===== src/rtl/apb_mem_slave.sv =====
// APB completer backed by a byte-wide memory. It inserts a fixed number of
// wait states and flags out-of-range addresses on PSLVERR.
module apb_mem_slave #(
  parameter int ADDR_W      = 8,
  parameter int MEM_DEPTH   = 64,
  parameter int WAIT_CYCLES = 2
) (
  input  logic              PCLK,
  input  logic              PRESETn,
  input  logic              PSEL,
  input  logic              PENABLE,
  input  logic              PWRITE,
  input  logic [ADDR_W-1:0] PADDR,
  input  logic [7:0]        PWDATA,
  output logic [7:0]        PRDATA,
  output logic              PREADY,
  output logic              PSLVERR
);

  localparam int CNT_W = (WAIT_CYCLES > 1) ? $clog2(WAIT_CYCLES + 1) : 1;
  localparam int IDX_W = (MEM_DEPTH > 1) ? $clog2(MEM_DEPTH) : 1;
  localparam logic [CNT_W-1:0]  WAIT_LOAD = CNT_W'(WAIT_CYCLES);
  localparam logic [CNT_W-1:0]  CNT_ZERO  = CNT_W'(0);
  localparam logic [CNT_W-1:0]  CNT_ONE   = CNT_W'(1);
  localparam logic [ADDR_W:0]   DEPTH_LIM = (ADDR_W + 1)'(MEM_DEPTH);

  typedef enum logic {
    ST_IDLE   = 1'b0,
    ST_ACCESS = 1'b1
  } state_t;

  state_t            state_r;
  logic [CNT_W-1:0]  cnt_r;
  logic [ADDR_W-1:0] addr_r;
  logic              write_r;
  logic [7:0]        wdata_r;
  logic [7:0]        mem_r [MEM_DEPTH];

  logic              setup_s;
  logic              ready_s;
  logic              err_s;
  logic              commit_s;
  logic [IDX_W-1:0]  idx_s;
  logic [7:0]        rdata_s;

  // Decode of the current phase, error flag, commit strobe and read mux.
  always_comb begin
    setup_s  = PSEL && !PENABLE;
    ready_s  = (state_r == ST_ACCESS) && (cnt_r == CNT_ZERO);
    err_s    = ({1'b0, addr_r} >= DEPTH_LIM);
    idx_s    = addr_r[IDX_W-1:0];
    commit_s = ready_s && PSEL && PENABLE && write_r && !err_s;
    if (ready_s && !write_r && !err_s) begin
      rdata_s = mem_r[idx_s];
    end else begin
      rdata_s = 8'h00;
    end
  end

  assign PREADY  = ready_s;
  assign PSLVERR = ready_s & err_s;
  assign PRDATA  = rdata_s;

  // Transfer FSM: a setup phase in either state (re)starts a transfer.
  always_ff @(posedge PCLK or negedge PRESETn) begin
    if (!PRESETn) begin
      state_r <= ST_IDLE;
      cnt_r   <= CNT_ZERO;
      addr_r  <= ADDR_W'(0);
      write_r <= 1'b0;
      wdata_r <= 8'h00;
    end else if (setup_s) begin
      state_r <= ST_ACCESS;
      cnt_r   <= WAIT_LOAD;
      addr_r  <= PADDR;
      write_r <= PWRITE;
      wdata_r <= PWDATA;
    end else begin
      case (state_r)
        ST_IDLE: begin
          state_r <= ST_IDLE;
        end
        ST_ACCESS: begin
          if (!PSEL) begin
            state_r <= ST_IDLE;
            cnt_r   <= CNT_ZERO;
          end else if (cnt_r != CNT_ZERO) begin
            cnt_r <= cnt_r - CNT_ONE;
          end else begin
            state_r <= ST_IDLE;
          end
        end
        default: begin
          state_r <= ST_IDLE;
          cnt_r   <= CNT_ZERO;
        end
      endcase
    end
  end

  // Memory array, cleared on reset and written only on a clean completion.
  always_ff @(posedge PCLK or negedge PRESETn) begin
    if (!PRESETn) begin
      for (int i = 0; i < MEM_DEPTH; i++) begin
        mem_r[i] <= 8'h00;
      end
    end else if (commit_s) begin
      mem_r[idx_s] <= wdata_r;
    end
  end

endmodule


===== config.mk =====
export PLATFORM = sky130hd
export DESIGN_NAME = apb_mem_slave
export DESIGN_NICKNAME = d
export VERILOG_FILES = /design/src/rtl/apb_mem_slave.sv
export SDC_FILE = /design/constraint.sdc
export NUM_CORES = 1
export LEC_CHECK = 0
export BUFFER_PORTS_ARGS = -buffer_cell sky130_fd_sc_hd__buf_2
export CORE_ASPECT_RATIO = 0.7
export CORE_MARGIN = 5
export CORE_UTILIZATION = 45
export DETAILED_ROUTE_END_ITERATION = 7
export MAX_ROUTING_LAYER = met4
export PLACE_DENSITY_LB_ADDON = 0.3
export SLEW_MARGIN = 20
export SYNTH_ARGS = -nofsm -noshare
export SYNTH_HDL_FRONTEND = slang
export SYNTH_SLANG_ARGS = --single-unit

===== constraint.sdc =====
create_clock -name PCLK -period 3.7 [get_ports PCLK]
set_clock_uncertainty 0.1 [all_clocks]
set_input_delay 0.925 -clock PCLK [delete_from_list [all_inputs] [get_ports PCLK]]
set_output_delay 0.925 -clock PCLK [all_outputs]
set_load 0.05 [all_outputs]

==> results.cfg <==
[timing]
slew_viol_final = 0
whs_ns = 0.261
tightest_slew_ns = 1.09
fmax_mhz = 243
slew_headroom = 0.275
finalHoldViolCount = 0
min_period_over_period = 1.11
worst_slack_ns = -0.416
rsz0062_at_grt = true
layout_min_cycle_time_ns = 4.12
setup_viol = 8

[logic_synthesis]
synth_cell_types = 61
ys_ff_latch = 532
synth_edf_count = 0
synthesis.area_um2 = 24300
yosysSeqAreaShare = 0.547
ys_warn_count = 0
syn_inst = 1794
postSynthAreaPerCell_um2 = 13.6
ys.flop_type = dfrtp_1
synth-async-reset-ratio = 1.00
synthesis.nets = 1816

[worst_setup_path]
worstSetupEndpointType = primary output
arrival_ns = 3.09
critical_path_peak_fanout = 6
required_ns = 2.67
start_kind = register
crit_type = register to primary output

[route]
wl_um = 74000
drt_iter0_drc = 1332
first_pass_iters = 7
route.vias.total = 16700
routed_via_density = 6.21
wl_per_cell_um = 27.5
drc = 0
ant_nets = 0

[die]
die_area_um2 = 58900
placementRows = 71
die_height_um = 205
core_um2 = 53600
initial_core_util = 0.454
boundaryPins = 31
die_x_um = 288

[layout]
layout_common_cells = dfrtp_1 (521), mux2_2 (511), buf_4 (145), a221oi_1 (75), clkbuf_16 (53)
fill_cells = 4336
final_nets = 1939
layout_commonest_cell = dfrtp_1
multi_input_area_um2 = 11000
synthToLayoutAreaGrowth_pct = 20.6
stdcell_count = 2690
fin_util = 0.548
drive_gt1_frac = 0.527
seqCellArea_um2 = 13300
fin_area_um2 = 29300

[pwr]
cellPowerDensity_nw_per_um2 = 482
p_comb_frac = 0.139
netSwitchingFraction = 0.270
p_switching_w = 0.00382
report.power.total_w = 0.0141
p_clk_frac = 0.426
p_int_w = 0.0103
ir_drop_mv = 0.389
seqPwrFrac = 0.435
p_leak_nw = 14.0

[global_route]
grt_max_degree = 90
grt_overflow_total = 0
grt_antenna_before_repair = 0
track_usage = 0.259
grt_pass1_wl_um = 113000
grt_pass1_vias = 17300

[place]
place_congestion = 0.898
place_inst = 2557
placed_area_um2 = 26300
port_buffers = 30
dp_hpwl_um = 48500

[clock_network]
cts_max_level = 2
insertion_delay_ns = 0.58
cts_tree = yes
clock_path_buffers = 3
cts_root_buffer = clkbuf_16
clkTransAtPathRegs_ns = 0.07
cts_sinks = 532
hold_buffers = 0
cts_buffers = 51

[outcome]
violations = setup timing
outcome = finished, violations left

[run]
drv_cap = 0

[min_path]
min_path_type = primary input to asynchronous set/reset pin
metrics by stage:
step | setup WS, ns | TNS [ns]
6_report | -0.416 | -2.94
5_1_grt | -0.476 | -3.49
4_1_cts | -0.370 | -2.54
3_5_place_dp | -0.122 | -0.417
3_3_place_gp | -0.116 | -0.232
2_1_floorplan | 0.522 | 0
worst max-delay path, stage by stage (launching register included):
cell and delay (ns):
dfrtp_4 0.54, buf_12 0.17, buf_6 0.11, and3_4 0.20, buf_6 0.13, buf_6 0.12, a222oi_1 0.30, a21oi_1 0.16
a21oi_2 0.24, nand3_2 0.13, o21a_1 0.24, buf_6 0.16
cell families (layout without fill, tap and decap cells):
| kind of cell | Yosys count | after routing | synth area share |
|---|---|---|---|
| compound gates | 307 | 307 | 0.0934 |
| mux | 584 | 584 | 0.280 |
| fa+ha+maj | 1 | 1 | 0.000514 |
| simple gates | 213 | 214 | 0.0522 |
| flops | 532 | 532 | 0.547 |
| other cells | 0 | 1 | 0 |
| buf+inv | 157 | 321 | 0.0265 |
final timing paths:
kind                                        start                endpoint  slack [ns]  cells after the start
setup / recovery            addr_r[0]$_DFFE_PN0P_               PRDATA[2]       -0.42                     11
hold reg to reg            mem_r[491]$_DFFE_PN0P_  mem_r[491]$_DFFE_PN0P_        0.40                      1
setup reg to reg             cnt_r[0]$_DFFE_PN0P_  mem_r[384]$_DFFE_PN0P_        0.58                      8
max in group asynchronous                 PRESETn  mem_r[489]$_DFFE_PN0P_        2.23                      2
hold / removal                            PRESETn  mem_r[376]$_DFFE_PN0P_        0.26                      1
min in group PCLK          mem_r[491]$_DFFE_PN0P_  mem_r[491]$_DFFE_PN0P_        0.40                      1
final cells by class:
type	instances	share of cell area
diodes	1	0.0000853
clock buffers	67	0.0501
clock inverters	28	0.0160
inverters	5	0.000725
multi-input cells	1106	0.373
flip-flops and latches	532	0.455
well taps	730	0.0311
repair buffers	221	0.0739
layer usage:
metal	global-route usage	vias up	wire, um
li1	-	7020	-
met1	0.376	8863	33500
met2	0.355	677	31300
met3	0.0744	142	7120
met4	0.0723	0	2160
met5	-	-	0
synthesized netlist by cell type, types with 20 or more instances:
cell type	count	area share
nand2_1	31	0.0048
o21ai_0	46	0.0095
a21oi_1	32	0.0066
mux2_2	511	0.24
clkbuf_1	113	0.017
dfrtp_1	532	0.55
mux4_2	24	0.022
a22oi_1	55	0.017
nand2_2	40	0.010
mux2_1	23	0.011
a221oi_1	114	0.041
buf_2	20	0.0041
nor2_1	45	0.0069
mux2i_1	26	0.011
timing repair:
item	CTS	global route
cloned	4	0
setup buffers	22	11
endpoints found under the setup margin	8	8
resized for setup	104	56
pin swaps	24	27
state kept, by name, indices dropped and copies added (netlist names):
signal / count
cnt_r: 2
wdata_r: 8
mem_r: 512
addr_r: 8
write_r: 1
state_r: 1
power by group through the flow:
stage                     Sequential [W]  Combinational, W  Clock (W)
after global routing             0.00615           0.00207    0.00637
after detailed placement         0.00624           0.00165          0
after global placement           0.00623           0.00163          0
after floorplan                  0.00601          0.000913          0
final                            0.00615           0.00197    0.00603
after CTS                        0.00613           0.00184    0.00610
Note: power is estimated with default switching activity, not from simulation.
